<file path="config.mk">
export PLATFORM = sky130hd
export DESIGN_NAME = csr_file_flat
export DESIGN_NICKNAME = d
export VERILOG_FILES = /design/src/rtl/csr_file_if.sv /design/src/rtl/csr_file.sv /design/src/flat_wrapper.sv
export SDC_FILE = /design/constraint.sdc
export NUM_CORES = 1
export LEC_CHECK = 0
export CAP_MARGIN = 30
export CELL_PAD_IN_SITES_DETAIL_PLACEMENT = 2
export CELL_PAD_IN_SITES_GLOBAL_PLACEMENT = 2
export CORE_ASPECT_RATIO = 1.75
export CORE_MARGIN = 1
export CORE_UTILIZATION = 30
export CTS_CLUSTER_DIAMETER = 60
export DETAILED_ROUTE_END_ITERATION = 8
export PLACE_DENSITY = 0.89
export SETUP_SLACK_MARGIN = 0.02
export SYNTH_ARGS = -nofsm -noshare
export SYNTH_HDL_FRONTEND = slang
export SYNTH_SLANG_ARGS = --single-unit
export TNS_END_PERCENT = 30
</file>
<file path="constraint.sdc">
create_clock -name clk -period 2.6 [get_ports clk]
set_input_delay 0.26 -clock clk [delete_from_list [all_inputs] [get_ports clk]]
set_output_delay 0.26 -clock clk [all_outputs]
set_load 0.03 [all_outputs]
</file>
<file path="src/rtl/csr_file_if.sv">
// CSR access bus between the pipeline and csr_file: the write-back stage's
// write request and the decode-stage read port.
interface csr_file_if;
  logic        w_csr_req_i;
  logic [11:0] w_csr_addr_i;
  logic [31:0] w_csr_data_i;
  logic [11:0] r_csr_addr_i;
  logic [31:0] r_csr_data_o;

  modport master (
    output w_csr_req_i, w_csr_addr_i, w_csr_data_i, r_csr_addr_i,
    input  r_csr_data_o
  );

  modport slave (
    input  w_csr_req_i, w_csr_addr_i, w_csr_data_i, r_csr_addr_i,
    output r_csr_data_o
  );
endinterface

</file>
<file path="src/rtl/csr_file.sv">
// Machine-mode CSR file: status/trap registers, 64-bit mcycle and, with
// CSR_INSTRET_EN defined, the 64-bit minstret counter and its shadows.
module csr_file #(
  parameter logic [31:0] MTVEC_RESET = 32'h0000_0000
) (
  input  logic        clk,
  input  logic        rst_n,
  csr_file_if.slave   csr,
  input  logic        retire_i,
  input  logic        trap_i,
  input  logic [31:0] trap_pc_i,
  input  logic [31:0] trap_cause_i,
  input  logic        mret_i,
  input  logic        timer_irq_i,
  output logic [31:0] mtvec_o,
  output logic [31:0] mepc_o,
  output logic        irq_pending_o
);

  logic        we;
  logic [11:0] wa;
  logic [31:0] wd;

  assign we = csr.w_csr_req_i;
  assign wa = csr.w_csr_addr_i;
  assign wd = csr.w_csr_data_i;

  logic        mie_q, mie_d;
  logic        mpie_q, mpie_d;
  logic        mtie_q, mtie_d;
  logic [31:0] mtvec_q, mtvec_d;
  logic [31:0] mscratch_q, mscratch_d;
  logic [31:0] mepc_q, mepc_d;
  logic [31:0] mcause_q, mcause_d;
  logic [63:0] mcycle_q, mcycle_d;

  logic [1:0] unused_pc_lsb;
  assign unused_pc_lsb = trap_pc_i[1:0];

  always_comb begin
    mie_d      = mie_q;
    mpie_d     = mpie_q;
    mtie_d     = mtie_q;
    mtvec_d    = mtvec_q;
    mscratch_d = mscratch_q;
    mepc_d     = mepc_q;
    mcause_d   = mcause_q;

    // A written half freezes the whole counter for that cycle (no carry).
    if (we && wa == 12'hB00)      mcycle_d = {mcycle_q[63:32], wd};
    else if (we && wa == 12'hB80) mcycle_d = {wd, mcycle_q[31:0]};
    else                          mcycle_d = mcycle_q + 64'd1;

    if (we) begin
      case (wa)
        12'h300: begin
          mie_d  = wd[3];
          mpie_d = wd[7];
        end
        12'h304: mtie_d     = wd[7];
        12'h305: mtvec_d    = wd;
        12'h340: mscratch_d = wd;
        12'h341: mepc_d     = {wd[31:2], 2'b00};
        12'h342: mcause_d   = wd;
        default: ;
      endcase
    end

    // Trap/mret come last so they override software writes to the same register.
    if (trap_i) begin
      mepc_d   = {trap_pc_i[31:2], 2'b00};
      mcause_d = trap_cause_i;
      mpie_d   = mie_q;
      mie_d    = 1'b0;
    end else if (mret_i) begin
      mie_d  = mpie_q;
      mpie_d = 1'b1;
    end
  end

  always_ff @(posedge clk) begin
    if (!rst_n) begin
      mie_q      <= 1'b0;
      mpie_q     <= 1'b0;
      mtie_q     <= 1'b0;
      mtvec_q    <= MTVEC_RESET;
      mscratch_q <= 32'd0;
      mepc_q     <= 32'd0;
      mcause_q   <= 32'd0;
      mcycle_q   <= 64'd0;
    end else begin
      mie_q      <= mie_d;
      mpie_q     <= mpie_d;
      mtie_q     <= mtie_d;
      mtvec_q    <= mtvec_d;
      mscratch_q <= mscratch_d;
      mepc_q     <= mepc_d;
      mcause_q   <= mcause_d;
      mcycle_q   <= mcycle_d;
    end
  end

`ifdef CSR_INSTRET_EN
  logic [63:0] minstret_q, minstret_d;

  always_comb begin
    minstret_d = minstret_q;
    if (we && wa == 12'hB02)      minstret_d = {minstret_q[63:32], wd};
    else if (we && wa == 12'hB82) minstret_d = {wd, minstret_q[31:0]};
    else if (retire_i)            minstret_d = minstret_q + 64'd1;
  end

  always_ff @(posedge clk) begin
    if (!rst_n) minstret_q <= 64'd0;
    else        minstret_q <= minstret_d;
  end
`else
  logic unused_retire;
  assign unused_retire = retire_i;
`endif

  always_comb begin
    csr.r_csr_data_o = 32'd0;
    case (csr.r_csr_addr_i)
      12'h300: csr.r_csr_data_o = {19'd0, 2'b11, 3'd0, mpie_q, 3'd0, mie_q, 3'd0};
      12'h304: csr.r_csr_data_o = {24'd0, mtie_q, 7'd0};
      12'h305: csr.r_csr_data_o = mtvec_q;
      12'h340: csr.r_csr_data_o = mscratch_q;
      12'h341: csr.r_csr_data_o = mepc_q;
      12'h342: csr.r_csr_data_o = mcause_q;
      12'h344: csr.r_csr_data_o = {24'd0, timer_irq_i, 7'd0};
      12'hB00, 12'hC00: csr.r_csr_data_o = mcycle_q[31:0];
      12'hB80, 12'hC80: csr.r_csr_data_o = mcycle_q[63:32];
`ifdef CSR_INSTRET_EN
      12'hB02, 12'hC02: csr.r_csr_data_o = minstret_q[31:0];
      12'hB82, 12'hC82: csr.r_csr_data_o = minstret_q[63:32];
`endif
      default: csr.r_csr_data_o = 32'd0;
    endcase
  end

  assign mtvec_o       = mtvec_q;
  assign mepc_o        = mepc_q;
  assign irq_pending_o = mie_q & mtie_q & timer_irq_i;

endmodule
</file>
<file path="src/flat_wrapper.sv">
// flat-port wrapper written by rule: the top's interface ports become plain ports
module csr_file_flat 
#(
  parameter logic [31:0] MTVEC_RESET = 32'h0000_0000
)
  (clk, rst_n, retire_i, trap_i, trap_pc_i, trap_cause_i, mret_i, timer_irq_i, mtvec_o, mepc_o, irq_pending_o, csr_w_csr_req_i, csr_w_csr_addr_i, csr_w_csr_data_i, csr_r_csr_addr_i, csr_r_csr_data_o);
  csr_file_if csr_i ();
  input  logic clk;
  input  logic rst_n;
  input  logic retire_i;
  input  logic trap_i;
  input  logic [31:0] trap_pc_i;
  input  logic [31:0] trap_cause_i;
  input  logic mret_i;
  input  logic timer_irq_i;
  output logic [31:0] mtvec_o;
  output logic [31:0] mepc_o;
  output logic irq_pending_o;
  input wire logic [$bits(csr_i.w_csr_req_i)-1:0] csr_w_csr_req_i;
  input wire logic [$bits(csr_i.w_csr_addr_i)-1:0] csr_w_csr_addr_i;
  input wire logic [$bits(csr_i.w_csr_data_i)-1:0] csr_w_csr_data_i;
  input wire logic [$bits(csr_i.r_csr_addr_i)-1:0] csr_r_csr_addr_i;
  output wire logic [$bits(csr_i.r_csr_data_o)-1:0] csr_r_csr_data_o;
  assign csr_i.w_csr_req_i = csr_w_csr_req_i;
  assign csr_i.w_csr_addr_i = csr_w_csr_addr_i;
  assign csr_i.w_csr_data_i = csr_w_csr_data_i;
  assign csr_i.r_csr_addr_i = csr_r_csr_addr_i;
  assign csr_r_csr_data_o = csr_i.r_csr_data_o;
  csr_file #(.MTVEC_RESET(MTVEC_RESET)) u_core (.clk(clk), .rst_n(rst_n), .csr(csr_i), .retire_i(retire_i), .trap_i(trap_i), .trap_pc_i(trap_pc_i), .trap_cause_i(trap_cause_i), .mret_i(mret_i), .timer_irq_i(timer_irq_i), .mtvec_o(mtvec_o), .mepc_o(mepc_o), .irq_pending_o(irq_pending_o));
endmodule
</file>
==> summary.md, run 1 <==
| Metric | Value |
|---|---|
| Power, Total | `6.97 mW` |
| Crit Path Max Fanout | `12` |
| Later-pin clock latency in the skew report | `500 ps` |
| # nets final | `between 1.5k and 2k` |
| Slew headroom | `31.0%` |
| Final WL | `80.7 mm` |
| Post-DRT Antenna Nets | `0` |
| Initial Util | `30.6%` |
| Detailed placer's ending HPWL | `41.4 mm` |
| Post-Syn Area per Cell | `8.09 um^2` |
| Final Max Tran Viols | `0` |
| Setup violators final | `53` |
| Largest delay contributor family on the critical path | `simple AND/OR/NAND/NOR gates` |
| WHS Path Cells | `3` |
| Largest net degree at the start of global routing | `123` |
| Die footprint | `0.0352 mm^2` |
| Chip width | `142 um` |
| Crit-path max cell delay | `810 ps` |
| First-pass GRT wire length | `105 mm` |
| Synth warnings | `0` |
| Share of cells above drive strength 1 | `19.6%` |
| Root Buffer | `clkbuf_16` |
| CTS tree | `done` |
| Post-synth EDFFs | `0` |
| CP arrival | `about 3600 ps` |
| Vias in the first global route | `14.5k` |
| RePlAce Congestion | `0.955` |
| Type of origin of the critical path | `register` |
| Site Rows | `a little under 90` |
| Ys flop type | `dfxtp_1` |
| Starting DRC count in detailed routing | `1728` |
| Setup repair after global routing missed its margin | `true` |
| R2r setup slk | `-630 ps` |
| CP max-delay cell | `o21ai_0` |
| Pre-antenna DRT Iters | `6` |
| Register area share after synthesis | `37.4%` |
| Hold-fix buffers at CTS | `0` |
| Wire per inst | `40.2 um` |
| Placed insts | `1950` |
| Asr flop ratio synth | `0%` |
| Worst-Margin Slew | `1020 ps` |
| HP Class | `in -> reg` |
| Violated checks | `negative setup slack` |
| Cell Chain, Critical Path | `nand4_1, nor4_4, and4_4, buf_12, a21oi_1, o21ai_0, a31oi_1` |
| Layout area overhead | `50.1%` |
| Mapped Cells | `1275` |
| Max cap viols | `0` |
| WS Path Type | `reg -> reg` |
| Die Height | `247 um` |
| Placeable Area | `0.0337 mm^2` |
| Via/cell ratio | `6.98` |
| Run status | `finished with violations` |
| Bufs and invs on worst path | `1` |
| Final worst path period share | `124%` |
| H-tree depth | `4` |
| Hold path startpoint | `rst_n` |
| Gr usage total | `42.0%` |
| Number of I/O pins | `224` |
| Hold EP | `u_core.mcause_q[11]$_SDFFE_PN0P_` |
| Design area | `between 0.015 and 0.02 mm^2` |
| CTS buffer count | `17` |
| CTS sink count | `roughly 190` |
| Register bit total from synthesis | `193` |
| Grt total ovfl | `0` |
| Worst R2R Path Depth | `7` |
| Slack of the critical path | `-630 ps` |
| Clock transition at path regs | `80 ps` |
| Final Hold Violating Endpoints | `0` |
| DRC viols | `0` |
| Max Clk Rate | `0.310 GHz` |
| Pleak | `5.47 nW` |
| Peak VDD IR | `637 uV` |
| Post-Layout Cell Count | `2006` |
| Worst Clk Skew | `14.8 ps` |
| Req. time, crit path | `between 2000 and 3000 ps` |
| Initial antenna violation count | `4` |
| Crit end category | `register` |
| Post-Syn Area | `roughly 0.010 mm^2` |
| Worst r2r dst | `u_core.mcycle_q[44]$_SDFFE_PN0N_` |
| Max Root-Sink Buffers | `2` |
| Reg2reg start | `u_core.mcycle_q[13]$_SDFFE_PN0P_` |
| Number of port buffers | `between 200 and 250` |
| Min Clock Period, post-route | `around 3200 ps` |
| Total number of vias | `14.0k` |
| Pwr dens | `about 450 mW/mm^2` |
| Dpl cell area | `roughly 0.014 mm^2` |
| Netlist cell types | `65` |
[power breakdown]
group          internal (mW)  total [mW]  leakage, nW  switching [mW]
Clock                   1.54        3.02        0.289            1.48
Sequential              3.03        3.12         1.57          0.0911
Combinational          0.331       0.831         3.61           0.500
[flip-flops by register name, indices dropped and copies added, names as in the netlist]
register,count
u_core.mcycle_q,64
u_core.mcause_q,32
u_core.mscratch_q,32
u_core.mtvec_o,32
u_core.mepc_o,30
u_core.mie_q,1
u_core.mpie_q,1
u_core.mtie_q,1
[kinds of logic (layout without fill, tap and decap cells)]
group                      Yosys count  count (layout)  share of synthesized area [%]
buffers and inverters              112             383                           4.87
adders and majority gates            1               1                          0.121
DFF                                193             193                           37.4
other                                1               6                         0.0363
AOI/OAI and AO/OA                  372             372                           22.7
and+or+nand+nor                    463             463                           22.1
xor gates and xnor gates            25              25                           2.12
muxes                              108             108                           10.6
[layer usage]
metal	track usage (%)	vias to the layer above	wire [um]
met3	13.3	596	8550
met2	68.8	1329	36800
met5	0	-	0
met4	35.7	0	8910
met1	43.4	6861	26400
li1	-	5217	-
[synth_stat cells, types with 7 or more instances]
cell type	instances	share of area (%)
nand2_1	144	5.2
xor2_1	7	0.59
a222oi_1	8	0.78
mux2_2	8	0.87
clkbuf_1	66	2.4
nor4_1	12	0.73
and4_1	9	0.76
nor3_1	26	1.3
buf_4	11	0.80
o22ai_1	15	0.91
and3_1	13	0.79
a22o_1	23	2.0
dfxtp_1	193	37
and2_1	12	0.73
a22oi_1	58	4.2
a21oi_1	127	6.2
nand4_1	24	1.5
xnor2_1	18	1.5
nor2_1	119	4.3
inv_1	13	0.47
a31oi_1	7	0.42
mux2i_1	100	9.7
a211oi_1	35	2.5
buf_2	15	0.73
o21ai_0	70	3.4
nand3_1	63	3.1
[cell usage in the layout, fill, tap and decap left out, types with 15 or more instances in the layout]
cell,count
clkdlybuf4s50_1,174
nand3_2,15
a22o_1,21
o21ai_0,70
xnor2_1,18
nand3_1,35
mux2i_1,100
nand3_4,16
clkbuf_16,18
a21oi_1,116
nand2_1,121
a22oi_1,49
nand4_1,24
buf_12,50
nor3_1,24
nor2_1,113
a211oi_1,35
buf_4,87
dfxtp_1,191
[worst max-delay path by stage]
stage	startpoint	end	slack, ps	cells past startpoint
6_report	u_core.mcycle_q[13]$_SDFFE_PN0P_	u_core.mcycle_q[44]$_SDFFE_PN0N_	-630	7
5_1_grt	u_core.mcycle_q[13]$_SDFFE_PN0P_	u_core.mcycle_q[44]$_SDFFE_PN0N_	-580	7
4_1_cts	csr_r_csr_addr_i[10]	csr_r_csr_data_o[1]	-220	10
3_5_place_dp	csr_r_csr_addr_i[5]	csr_r_csr_data_o[23]	-530	9
3_3_place_gp	csr_r_csr_addr_i[5]	csr_r_csr_data_o[15]	-480	9
2_1_floorplan	csr_r_csr_addr_i[5]	csr_r_csr_data_o[10]	130	7
[area by class of cell]
cell class / instances / area (um^2)
diodes: 4 / 10.0
clock buffers: 19 / 443
clock inverters: 12 / 159
fillers: 3486 / 18200
inverters: 14 / 56.3
multi-input cells: 971 / 6560
flip-flops and latches: 193 / 3870
well taps: 455 / 569
repair buffers: 338 / 3830
[timing repair]
item	in CTS	in global routing
endpoints found under the setup margin	34	51
pin swaps	38	28
gates resized for setup	110	59
setup buffers	8	5
endpoints found under the hold margin	0	0
gates cloned	8	1
[worst min-delay path, cell delays in order]
cell     delay, ps
buf_2          280
o21ai_0        160
a21oi_1         60
[per-stage QoR]
stage          TNS (ps)  worst slack [ps]  hold WS, ps  utilization, %
2_1_floorplan         0               132          339               -
3_3_place_gp     -13810              -483          445            41.2
3_5_place_dp     -16030              -533          462            41.2
4_1_cts           -5230              -221          264            45.0
5_1_grt           -8410              -585          307            45.9
6_report          -8710              -630          314            45.9
(Power assumes the default switching activity.)
==> inputs of run 2 (changes only) <==
--- a/config.mk
+++ b/config.mk
@@ -5,12 +5,13 @@
 export SDC_FILE = /design/constraint.sdc
 export NUM_CORES = 1
 export LEC_CHECK = 0
-export CAP_MARGIN = 30
+export CAP_MARGIN = 40
 export CELL_PAD_IN_SITES_DETAIL_PLACEMENT = 2
 export CELL_PAD_IN_SITES_GLOBAL_PLACEMENT = 2
 export CORE_ASPECT_RATIO = 1.75
 export CORE_MARGIN = 1
 export CORE_UTILIZATION = 30
+export CTS_BUF_LIST = sky130_fd_sc_hd__clkbuf_4 sky130_fd_sc_hd__clkbuf_8
 export CTS_CLUSTER_DIAMETER = 60
 export DETAILED_ROUTE_END_ITERATION = 8
 export PLACE_DENSITY = 0.89
==> summary.md, run 2 (synthesized netlist as in run 1, its figures left out) <==
| Metric | Value |
|---|---|
| First-pass GRT wire length | `97.3 mm (-7.2%)` |
| Initial Util | `30.6% (unchanged)` |
| Placed insts | `1950 (unchanged)` |
| Slew headroom | `47.2% (+16 points)` |
| Max Root-Sink Buffers | `2 (unchanged)` |
| Reg2reg start | `u_core.mcycle_q[18]$_SDFFE_PN0P_` |
| Dpl cell area | `0.0139 mm^2 (unchanged)` |
| Pre-antenna DRT Iters | `7 (+1)` |
| RePlAce Congestion | `0.955 (unchanged)` |
| Max reg flops | `64 (unchanged)` |
| Slack of the critical path | `-342 ps (+288 ps)` |
| CP arrival | `2680 ps (-870 ps)` |
| Crit Path Max Fanout | `8 (-4)` |
| Share of cells above drive strength 1 | `18.9% (-0.71 points)` |
| Max cap viols | `0 (unchanged)` |
| Hold Slack | `235 ps (-79.7 ps)` |
| Setup violators final | `53 (unchanged)` |
| H-tree depth | `4 (unchanged)` |
| Post-DRT Antenna Nets | `0 (unchanged)` |
| CTS sink count | `193 (unchanged)` |
| Die Height | `247 um (unchanged)` |
| Starting DRC count in detailed routing | `1739 (+0.64%)` |
| Layout area overhead | `47.2%` |
| # nets final | `1668 (+0.30%)` |
| Pwr dens | `412 mW/mm^2 (-8.4%)` |
| Worst R2R Path Depth | `7 (unchanged)` |
| Min Clock Period, post-route | `2940 ps (-288 ps)` |
| Filler Cell Count | `3537 (+1.5%)` |
| Final Hold Violating Endpoints | `0 (unchanged)` |
| WHS Path Cells | `3 (unchanged)` |
| Req. time, crit path | `2340 ps (-580 ps)` |
| Clock transition at path regs | `100 ps (+20 ps)` |
| CTS buffer count | `17 (unchanged)` |
| Final WL | `78.7 mm (-2.5%)` |
| Number of I/O pins | `224 (unchanged)` |
| Total number of vias | `13.7k (-2.2%)` |
| Number of port buffers | `218 (unchanged)` |
| Later-pin clock latency in the skew report | `550 ps (+50 ps)` |
| Violated checks | `negative setup slack` |
| Type of origin of the critical path | `input pin` |
| Run status | `finished with violations` |
| Root Buffer | `clkbuf_8` |
| Final worst path period share | `113% (-11 points)` |
| Worst-Margin Slew | `783 ps (-241 ps)` |
| Peak VDD IR | `467 uV (-27%)` |
| Wire per inst | `39.2 um (-2.7%)` |
| Most common cell after layout, fill and taps aside | `dfxtp_1` |
| HP Class | `in -> reg` |
| WS Path Type | `in -> out` |
| Placement Setup Slack | `-533 ps (unchanged)` |
| Pleak | `5.37 nW (-1.9%)` |
| Grt total ovfl | `0 (unchanged)` |
| DRC viols | `0 (unchanged)` |
| Hold-fix buffers at CTS | `0 (unchanged)` |
| Site Rows | `89 (unchanged)` |
| Detailed placer's ending HPWL | `41.4 mm (unchanged)` |
| Top reg by flops | `u_core.mcycle_q` |
| Design area | `0.0152 mm^2 (-2.0%)` |
| Crit end category | `output port` |
| Initial antenna violation count | `4 (unchanged)` |
| Largest net degree at the start of global routing | `123 (unchanged)` |
| Max Clk Rate | `0.340 GHz (+9.8%)` |
| Gr usage total | `38.4% (-3.6 points)` |
| Crit path launch | `csr_r_csr_addr_i[4]` |
| Worst Clk Skew | `16.6 ps (+1.80 ps)` |
| CTS tree | `done` |
| Setup repair after global routing missed its margin | `true` |
| Placeable Area | `0.0337 mm^2 (unchanged)` |
| Hold path startpoint | `rst_n` |
| Die footprint | `0.0352 mm^2 (unchanged)` |
| Via/cell ratio | `6.82 (-2.3%)` |
| Vias in the first global route | `14.1k (-3.0%)` |
| Power, Total | `6.25 mW (-10%)` |
| Final Max Tran Viols | `0 (unchanged)` |
| Commonest non-fill, non-tap cells in the layout | `dfxtp_1 (191), clkdlybuf4s50_1 (175), nand2_1 (125), a21oi_1 (117), nor2_1 (114)` |
| Post-Layout Cell Count | `2009 (+0.15%)` |
| Chip width | `142 um (unchanged)` |
run 2: changes by cell type in the layout (fill, tap and decap cells not counted), moves of 4 or more:
| cell | change |
|---|---|
| clkbuf_8 | +17 |
| buf_6 | +4 |
| nand3_4 | -5 |
| clkbuf_16 | -13 |
| nand2_1 | +4 |
run 2: area by class of cell:
| cell class | instances | area [um^2] | share of cell area [%] |
|---|---|---|---|
| antenna | 2 | 5.00 | 0.0330 |
| sequential | 193 | 3870 | 25.5 |
| tap | 455 | 569 | 3.75 |
| timing repair buffer | 343 | 3860 | 25.4 |
| clock inverter | 12 | 159 | 1.05 |
| inverter | 14 | 56.3 | 0.371 |
| clock buffer | 19 | 255 | 1.68 |
| multi-input combinational | 971 | 6410 | 42.2 |
run 2: timing repair:
action | CTS | global route
setup buffers | 7 | 10
pin swaps | 47 | 26
gates resized for setup | 60 | 78
cloned | 5 | 5
setup endpoints to repair | 36 | 46
endpoints found under the hold margin | 0 | 0
run 2: worst max-delay path: stages:
cell and delay, ps:
buf_6 90, or4b_4 550, or4b_4 550, buf_4 170, nor3_4 150, buf_6 200
buf_12 170, a222oi_1 180, nand3_2 190, buf_12 140
run 2: stage by stage:
stage | setup TNS [ps] | utilization [%]
2_1_floorplan | 0 | -
3_3_place_gp | -13810 | 41.2
3_5_place_dp | -16030 | 41.2
4_1_cts | -6090 | 43.5
5_1_grt | -10730 | 45.0
6_report | -9960 | 45.0
run 2: per-layer routing:
layer,up-vias,global-route usage (%),part of all wire (%)
met1,6813,40.4,34
met2,1159,64.1,47
met3,497,9.74,9.1
met4,6,32.2,9.9
li1,5222,-,-
met5,-,0,0.052
run 2: power by group:
| group | internal (mW) | switching, mW | leakage [nW] |
|---|---|---|---|
| Combinational | 0.329 | 0.488 | 3.59 |
| Sequential | 3.03 | 0.0900 | 1.57 |
| Clock | 0.986 | 1.33 | 0.206 |
run 2: path summary, 6_finish.rpt:
kind                                              to  slack (ps)
setup / recovery                csr_r_csr_data_o[19]        -340
hold reg to reg   u_core.mscratch_q[12]$_SDFFE_PN0P_         510
hold / removal       u_core.mcause_q[8]$_SDFFE_PN0P_         230
setup reg to reg    u_core.mcycle_q[42]$_SDFFE_PN0N_        -300
